<file path="config.mk">
export PLATFORM = sky130hd
export DESIGN_NAME = dmni_brlite_mon_queue
export DESIGN_NICKNAME = d
export VERILOG_FILES = /design/src/rtl/dmni_brlite_mon_queue.sv
export SDC_FILE = /design/constraint.sdc
export NUM_CORES = 1
export LEC_CHECK = 0
export BUFFER_PORTS_ARGS = -buffer_cell sky130_fd_sc_hd__buf_2
export CORE_UTILIZATION = 25
export DETAILED_ROUTE_END_ITERATION = 10
export GPL_ROUTABILITY_DRIVEN = 1
export GPL_TIMING_DRIVEN = 0
export SLEW_MARGIN = 20
export SYNTH_ARGS = -nofsm -noshare
export SYNTH_HDL_FRONTEND = slang
export SYNTH_SLANG_ARGS = --single-unit
</file>
<file path="constraint.sdc">
create_clock -name clk_i -period 8.3 [get_ports clk_i]
set_input_delay 0.415 -clock clk_i [delete_from_list [all_inputs] [get_ports clk_i]]
set_output_delay 0.415 -clock clk_i [all_outputs]
set_load 0.01 [all_outputs]
</file>
<file path="src/rtl/dmni_brlite_mon_queue.sv">
// dmni_brlite_mon_queue: BrLite monitor sink for the DMNI.
// One FIFO per monitor service. A round-robin engine drains the FIFOs into per-service
// tables in local memory at ptr[ch] + idx * stride.
// Optional build macro DMNI_MON_TIMESTAMP_EN adds tick_i and a second timestamp beat per entry.
module dmni_brlite_mon_queue #(
    parameter int unsigned NSVC   = 2,
    parameter int unsigned DEPTH  = 4,
    parameter int unsigned IDX_W  = 8,
    parameter int unsigned DROP_W = 16,
    localparam int unsigned CH_W  = (NSVC > 1) ? $clog2(NSVC) : 1
) (
    input  logic                   clk_i,
    input  logic                   rst_ni,
    input  logic                   mon_req_i,
    output logic                   mon_ack_o,
    input  logic [31:0]            mon_payload_i,
    input  logic [15:0]            mon_seq_source_i,
    input  logic [15:0]            mon_producer_i,
    input  logic [CH_W-1:0]        mon_msvc_i,
`ifdef DMNI_MON_TIMESTAMP_EN
    input  logic [31:0]            tick_i,
`endif
    input  logic                   cfg_we_i,
    input  logic [CH_W-1:0]        cfg_ch_i,
    input  logic [31:0]            cfg_ptr_i,
    input  logic                   clear_i,
    output logic                   mem_req_o,
    input  logic                   mem_gnt_i,
    output logic [31:0]            mem_addr_o,
    output logic [31:0]            mem_data_o,
    output logic [NSVC-1:0]        pending_o,
    output logic [NSVC*DROP_W-1:0] drop_cnt_o
);

    localparam int unsigned PTR_W = $clog2(DEPTH);
    localparam int unsigned CNT_W = PTR_W + 1;
`ifdef DMNI_MON_TIMESTAMP_EN
    localparam int unsigned STRIDE_SH = 3;
`else
    localparam int unsigned STRIDE_SH = 2;
`endif

    typedef enum logic [1:0] {
        StIdle,
        StWrite
`ifdef DMNI_MON_TIMESTAMP_EN
        , StTs
`endif
    } state_e;

    logic [31:0]       ptr_q   [NSVC];
    logic [31:0]       pay_mem [NSVC][DEPTH];
    logic [IDX_W-1:0]  idx_mem [NSVC][DEPTH];
    logic [PTR_W-1:0]  rd_q    [NSVC];
    logic [PTR_W-1:0]  wr_q    [NSVC];
    logic [CNT_W-1:0]  cnt_q   [NSVC];
    logic [DROP_W-1:0] drop_q  [NSVC];
`ifdef DMNI_MON_TIMESTAMP_EN
    logic [31:0]       ts_mem  [NSVC][DEPTH];
    logic [31:0]       ts_q;
    logic [31:0]       head_ts;
`endif

    logic [NSVC-1:0]   push, pop, drop;
    state_e            state_q, state_d;
    logic [CH_W-1:0]   rr_q, sel_q, sel_ch, sel_next;
    logic              sel_found;
    logic [31:0]       addr_q, data_q;
    logic [31:0]       head_pay, head_ptr;
    logic [IDX_W-1:0]  head_idx;

    // Ingress: the producer is never stalled, rejected entries are simply lost.
    assign mon_ack_o = mon_req_i;

    // Push/drop decision per channel; full is judged after the same-cycle pop.
    always_comb begin
        push = '0;
        drop = '0;
        for (int c = 0; c < NSVC; c++) begin
            if (mon_req_i && !clear_i && mon_msvc_i == CH_W'(c) && ptr_q[c] != '0) begin
                if (cnt_q[c] != CNT_W'(DEPTH) || pop[c]) push[c] = 1'b1;
                else                                     drop[c] = 1'b1;
            end
        end
    end

    // Round-robin pick: first non-empty channel at or after rr_q.
    always_comb begin
        int unsigned c;
        c         = 0;
        sel_found = 1'b0;
        sel_ch    = '0;
        for (int k = 0; k < NSVC; k++) begin
            c = int'(rr_q) + k;
            if (c >= NSVC) c = c - NSVC;
            if (!sel_found && cnt_q[c] != '0) begin
                sel_found = 1'b1;
                sel_ch    = CH_W'(c);
            end
        end
    end

    // Head of the selected FIFO and its table pointer as of pop time.
    always_comb begin
        head_pay = '0;
        head_idx = '0;
        head_ptr = '0;
`ifdef DMNI_MON_TIMESTAMP_EN
        head_ts  = '0;
`endif
        for (int c = 0; c < NSVC; c++) begin
            if (CH_W'(c) == sel_ch) begin
                head_pay = pay_mem[c][rd_q[c]];
                head_idx = idx_mem[c][rd_q[c]];
                head_ptr = ptr_q[c];
`ifdef DMNI_MON_TIMESTAMP_EN
                head_ts  = ts_mem[c][rd_q[c]];
`endif
            end
        end
    end

    // Drain FSM next state and pop strobe; no selection while clearing.
    always_comb begin
        state_d = state_q;
        pop     = '0;
        case (state_q)
            StIdle: begin
                if (!clear_i && sel_found) begin
                    for (int c = 0; c < NSVC; c++) pop[c] = (CH_W'(c) == sel_ch);
                    state_d = StWrite;
                end
            end
            StWrite: begin
`ifdef DMNI_MON_TIMESTAMP_EN
                if (mem_gnt_i) state_d = StTs;
`else
                if (mem_gnt_i) state_d = StIdle;
`endif
            end
`ifdef DMNI_MON_TIMESTAMP_EN
            StTs: begin
                if (mem_gnt_i) state_d = StIdle;
            end
`endif
            default: state_d = StIdle;
        endcase
    end

    assign sel_next = (sel_q == CH_W'(NSVC - 1)) ? '0 : sel_q + 1'b1;

    // FSM state, round-robin pointer and the registered memory beat.
    always_ff @(posedge clk_i or negedge rst_ni) begin
        if (!rst_ni) begin
            state_q <= StIdle;
            rr_q    <= '0;
            sel_q   <= '0;
            addr_q  <= '0;
            data_q  <= '0;
`ifdef DMNI_MON_TIMESTAMP_EN
            ts_q    <= '0;
`endif
        end else begin
            state_q <= state_d;
            case (state_q)
                StIdle: begin
                    if (state_d == StWrite) begin
                        sel_q  <= sel_ch;
                        addr_q <= head_ptr + (32'(head_idx) << STRIDE_SH);
                        data_q <= head_pay;
`ifdef DMNI_MON_TIMESTAMP_EN
                        ts_q   <= head_ts;
`endif
                    end
                end
                StWrite: begin
                    if (mem_gnt_i) begin
`ifdef DMNI_MON_TIMESTAMP_EN
                        addr_q <= addr_q + 32'd4;
                        data_q <= ts_q;
`else
                        rr_q   <= sel_next;
`endif
                    end
                end
`ifdef DMNI_MON_TIMESTAMP_EN
                StTs: begin
                    if (mem_gnt_i) rr_q <= sel_next;
                end
`endif
                default: ;
            endcase
        end
    end

    // Per-channel pointers, FIFO indices/occupancy and saturating drop counters.
    always_ff @(posedge clk_i or negedge rst_ni) begin
        if (!rst_ni) begin
            for (int c = 0; c < NSVC; c++) begin
                ptr_q[c]  <= '0;
                rd_q[c]   <= '0;
                wr_q[c]   <= '0;
                cnt_q[c]  <= '0;
                drop_q[c] <= '0;
            end
        end else begin
            for (int c = 0; c < NSVC; c++) begin
                if (cfg_we_i && cfg_ch_i == CH_W'(c)) ptr_q[c] <= cfg_ptr_i;
                if (clear_i) begin
                    rd_q[c]   <= '0;
                    wr_q[c]   <= '0;
                    cnt_q[c]  <= '0;
                    drop_q[c] <= '0;
                end else begin
                    if (push[c]) wr_q[c] <= wr_q[c] + 1'b1;
                    if (pop[c])  rd_q[c] <= rd_q[c] + 1'b1;
                    if (push[c] && !pop[c])      cnt_q[c] <= cnt_q[c] + 1'b1;
                    else if (pop[c] && !push[c]) cnt_q[c] <= cnt_q[c] - 1'b1;
                    if (drop[c] && drop_q[c] != '1) drop_q[c] <= drop_q[c] + 1'b1;
                end
            end
        end
    end

    // FIFO storage, written at the push slot.
    always_ff @(posedge clk_i) begin
        for (int c = 0; c < NSVC; c++) begin
            if (push[c]) begin
                pay_mem[c][wr_q[c]] <= mon_payload_i;
                idx_mem[c][wr_q[c]] <= mon_producer_i[IDX_W-1:0];
`ifdef DMNI_MON_TIMESTAMP_EN
                ts_mem[c][wr_q[c]]  <= tick_i;
`endif
            end
        end
    end

    // Status outputs.
    always_comb begin
        pending_o  = '0;
        drop_cnt_o = '0;
        for (int c = 0; c < NSVC; c++) begin
            pending_o[c]                   = (cnt_q[c] != '0);
            drop_cnt_o[c*DROP_W +: DROP_W] = drop_q[c];
        end
    end

    assign mem_req_o  = (state_q != StIdle);
    assign mem_addr_o = addr_q;
    assign mem_data_o = data_q;

endmodule

</file>
==> tab_implementation.tex <==
\begin{tabular}{lr}
\hline
Metric & Value \\
\hline
\multicolumn{2}{l}{\textbf{Outcome}} \\
\quad Outcome & complete, no violations \\
\multicolumn{2}{l}{\textbf{Job}} \\
\quad MaxCap Viol Count & 0 \\
\multicolumn{2}{l}{\textbf{Yosys}} \\
\quad Synthesized flop and latch total & 498 \\
\quad Cell count after synthesis & 1,366 \\
\quad Synth warnings & 0 \\
\quad Average footprint of a synthesized cell & 15.40 um\^{}2 \\
\quad Count of flip-flops with a built-in enable after synthesis & 320 \\
\quad Number of distinct library cells after synthesis & 71 \\
\quad Post-synthesis async set-or-reset flop share & 35.74\% \\
\quad Top flip-flop cell by instance count after synthesis & sky130\_fd\_sc\_hd\_\_edfxtp\_1 \\
\quad Post-synthesis instance area & 0.02103 mm\^{}2 \\
\quad Number of nets produced by synthesis & 1,491 \\
\quad Sequential fraction of the synthesis area & 66.87\% \\
\multicolumn{2}{l}{\textbf{Pwr}} \\
\quad Static leakage & 0.009364 uW \\
\quad Post-route total power & 7881 uW \\
\quad Largest vdd supply drop & 0.1936 mV \\
\quad Cell Pwr Density & 310.2 mW/mm\^{}2 \\
\multicolumn{2}{l}{\textbf{Worst hold path}} \\
\quad Tightest Hold Check Type & in -> reg \\
\quad Worst hold path depth & 2 \\
\multicolumn{2}{l}{\textbf{Floorplan}} \\
\quad Io pins & 204 \\
\quad Die extent in y & 292.0 um \\
\quad Area of the die & 0.08529 mm\^{}2 \\
\quad Num rows & 106 \\
\quad Initial core utilization & 25.21\% \\
\quad Core area & 0.08342 mm\^{}2 \\
\quad Die Span X & 292.0 um \\
\multicolumn{2}{l}{\textbf{Worst setup path}} \\
\quad Kind of start point of the critical path & register \\
\quad Worst-case reg-to-reg path depth & 16 \\
\quad Crit-path max cell delay & 0.56 ns \\
\quad Worst path slowest cell & sky130\_fd\_sc\_hd\_\_buf\_1 \\
\quad Class of the most critical setup path & reg -> reg \\
\quad Critical Path Sink Type & register \\
\quad Arrival time worst endpoint & 5.37 ns \\
\quad Cells traversed along the worst timing path & nor3\_2 > o21a\_1 > buf\_2 > buf\_1 > clkbuf\_1 > nand2\_1 > nand2\_1 > ha\_1 > fa\_1 > a211oi\_1 > nor2\_1 > o31a\_1 > clkbuf\_1 > o21ai\_0 > xnor2\_1 > o21ai\_0 \\
\quad Max Fanout on Critical Path & 10 \\
\quad Critical path required time & 8.79 ns \\
\multicolumn{2}{l}{\textbf{Placement}} \\
\quad HPWL reported at the end of detailed placement & 39,630 um \\
\quad Placer Congestion & 0.9104 \\
\quad I/O Buffers & 179 \\
\multicolumn{2}{l}{\textbf{STA}} \\
\quad Layout Skew & 0.05693 ns \\
\quad Count of final max-slew check failures & 0 \\
\quad Setup repair after global routing missed its margin & no \\
\quad Worst slew pin tran & 1.091 ns \\
\quad Final period demand of the worst path & 4.884 ns \\
\quad Max Clk Rate & 204.8 MHz \\
\quad Worst max-slew margin expressed relative to the limit & 27.28\% \\
\quad Endpoints failing hold & 0 \\
\quad Setup Viol. Count Final & 0 \\
\quad Worst hold-check slack & 0.04024 ns \\
\quad Total negative slack for setup checks & 0 ns \\
\quad Period utilization & 58.84\% \\
\multicolumn{2}{l}{\textbf{Clock network}} \\
\quad Post-CTS setup buffer count & 0 \\
\quad Register clock-pin slew on the reported worst setup and hold paths & 0.06 ns \\
\quad Hold bufs inserted after CTS & 18 \\
\quad Worst-Skew Late Latency & 0.64 ns \\
\quad Clock tree from TritonCTS & built \\
\quad CTS Buf Count & 53 \\
\quad Post-cts repair resize count & 0 \\
\quad Number of sinks driven by the clock tree & 498 \\
\quad CTS Root Cell & sky130\_fd\_sc\_hd\_\_clkbuf\_16 \\
\quad CTS H-tree depth & 2 \\
\quad Clock buffer depth & 3 \\
\multicolumn{2}{l}{\textbf{Routing}} \\
\quad Routed vias & 13,030 \\
\quad Drt via density & 4.741 \\
\quad Antenna Nets Post-Route & 0 \\
\quad Detailed-routing iteration count for the pre-antenna-repair pass & 5 \\
\quad DR WL/cell & 21.30 um \\
\quad Residual DRC count & 0 \\
\quad Number of design-rule violations left by the first detailed-router iteration & 1,155 \\
\quad Total Routed Length & 58,530 um \\
\multicolumn{2}{l}{\textbf{Global routing}} \\
\quad Via count of the first global-routing pass & 12,970 \\
\quad Number of antenna violations at the first check in global routing & 13 \\
\quad Remaining Overflow, GRT & 0 \\
\quad Aggregate global-route resource usage & 13.54\% \\
\quad Global-route wire length before repair & 86,270 um \\
\quad Maximum number of pins on one net before global-route repair & 103 \\
\multicolumn{2}{l}{\textbf{Finish}} \\
\quad Number of fill cells & 8,273 \\
\quad NumNets Final & 1,749 \\
\quad Area added between synthesis and finish & 20.80\% \\
\quad Fraction of the core area covered by cells at the end of the flow & 30.46\% \\
\quad Ant diodes & 0 \\
\quad Fraction of final layout cells sized beyond drive strength 1 & 27.40\% \\
\hline
\end{tabular}
[layout make-up]
class                           instances  area, um^2  share of cell area (%)
Tap cell                             1080        1351                   5.319
Clock buffer                           77        1456                   5.732
Clock inverter                         22       291.5                   1.147
Inverter                               16       60.06                  0.2364
Buffer                                 67       307.8                   1.211
Timing Repair Buffer                  203        1236                   4.866
Multi-Input combinational cell        785        6640                   26.14
Sequential cell                       498       14060                   55.35
[sequential cells by signal, summed over array words and instances, names as in the netlist]
signal	flops
drop_cnt_o	32
state_q	2
idx_mem	64
rr_q	1
cnt_q	6
pay_mem	256
wr_q	4
sel_q	1
mem_data_o	32
ptr_q	64
rd_q	4
mem_addr_o	32
[worst max-delay path: cells and delay by family (launching register included)]
| family | cells | cell delay (ns) |
|---|---|---|
| AO/OA/AOI/OAI | 5 | 1.10 |
| XOR/XNOR | 1 | 0.26 |
| adder cells (fa/ha/maj) | 2 | 0.48 |
| buffers and inverters | 4 | 1.82 |
| flip-flops | 1 | 0.43 |
| AND/OR/NAND/NOR | 4 | 0.68 |
[cell usage in the layout (no fill, tap or decap), drive strengths merged, types with 3 or more instances in the layout]
cell type and instances:
buf 213, nand2 148, nor3b 5, o211ai 8, ha 18, and2 3, bufinv 5, dlygate4sd3 18
o31a 4, nor3 21, mux2i 59, clkbuf 116, and3 17, mux2 71, inv 19, a211oi 4
or3 10, mux4 81, o31ai 4, nor4 32, xnor2 29, and4 6, nand4 20, nand3 26
dfrtp 178, nor2 50, clkinv 13, o21ai 77, xor2 22, o21a 6, a21o 4, o21bai 3
o221ai 7, edfxtp 320, a21oi 17, fa 3
[power breakdown]
group,switching [uW],total [uW],internal (uW)
registers,206,3100,2890
clock network,1010,2400,1380
logic,1430,2390,956
[cells in the mapped netlist (3+ instances only)]
cell,number,area (um^2)
sky130_fd_sc_hd__fa_1,3,60.06
sky130_fd_sc_hd__xor2_1,22,192.7
sky130_fd_sc_hd__mux4_2,81,1824
sky130_fd_sc_hd__mux2_2,71,799.5
sky130_fd_sc_hd__and4_1,5,43.79
sky130_fd_sc_hd__o221ai_1,7,61.31
sky130_fd_sc_hd__mux2i_1,59,590.6
sky130_fd_sc_hd__and2_1,3,18.77
sky130_fd_sc_hd__or3_1,8,50.05
sky130_fd_sc_hd__inv_1,16,60.06
sky130_fd_sc_hd__nand4_1,20,125.1
sky130_fd_sc_hd__and3_2,5,37.54
sky130_fd_sc_hd__nand3_1,26,130.1
sky130_fd_sc_hd__a21oi_1,17,85.08
sky130_fd_sc_hd__o21a_1,6,45.04
sky130_fd_sc_hd__and3_1,12,75.07
sky130_fd_sc_hd__o31a_1,4,35.03
sky130_fd_sc_hd__a211oi_1,4,30.03
sky130_fd_sc_hd__nor2_1,50,187.7
sky130_fd_sc_hd__nor4_1,31,193.9
sky130_fd_sc_hd__buf_1,13,48.80
sky130_fd_sc_hd__o21ai_0,75,375.4
sky130_fd_sc_hd__buf_2,15,75.07
sky130_fd_sc_hd__edfxtp_1,320,9609
sky130_fd_sc_hd__o211ai_1,7,52.55
sky130_fd_sc_hd__o31ai_1,4,30.03
sky130_fd_sc_hd__dfrtp_1,178,4454
sky130_fd_sc_hd__nor3_1,20,100.1
sky130_fd_sc_hd__a21o_1,4,30.03
sky130_fd_sc_hd__nand2_1,148,555.5
sky130_fd_sc_hd__ha_1,18,225.2
sky130_fd_sc_hd__clkbuf_1,34,127.6
sky130_fd_sc_hd__nor3b_1,5,37.54
sky130_fd_sc_hd__xnor2_1,29,254.0
[per-layer routing]
| metal | global-route usage (%) | routed length [um] | vias up |
|---|---|---|---|
| met5 | 0 | 104 | - |
| met4 | 3.261 | 1115 | 16 |
| met3 | 3.341 | 4232 | 111 |
| met2 | 21.94 | 27820 | 471 |
| met1 | 18.13 | 25250 | 6672 |
| li1 | - | - | 5757 |
[cells by family (layout without fill, tap and decap cells)]
logic type	Yosys count	after routing	share of synthesized area [%]
other	1	1	0.01783
xor gates and xnor gates	51	51	2.124
and+or+nand+nor	349	349	8.032
adders and majority gates	21	21	1.356
DFF	498	498	66.87
AOI/OAI and AO/OA	152	152	4.593
muxes	211	211	15.28
buffers and inverters	83	385	1.725
[metrics by stage]
stage | setup WS (ns) | cells | cell area, um^2
floorplan | 4.681 | 1366 | 21030
global placement | 3.438 | 2625 | 23280
detailed placement | 3.491 | 2631 | 23470
CTS | 3.504 | 2748 | 25400
global route | 3.023 | 2748 | 25410
finish | 3.416 | 2748 | 25410
[final timing paths]
check | slack (ns) | from | endpoint
max | 3.42 | cnt_q[3] | mem_addr_o[22]
min | 0.04 | cfg_ptr_i[31] | ptr_q[63]
max reg2reg | 3.42 | cnt_q[3] | mem_addr_o[22]
min reg2reg | 0.47 | sel_q | rr_q
max in group asynchronous | 6.98 | rst_ni | mem_addr_o[7]
min in group asynchronous | 0.42 | rst_ni | mem_data_o[20]
Power figures use the tool's default switching activity.
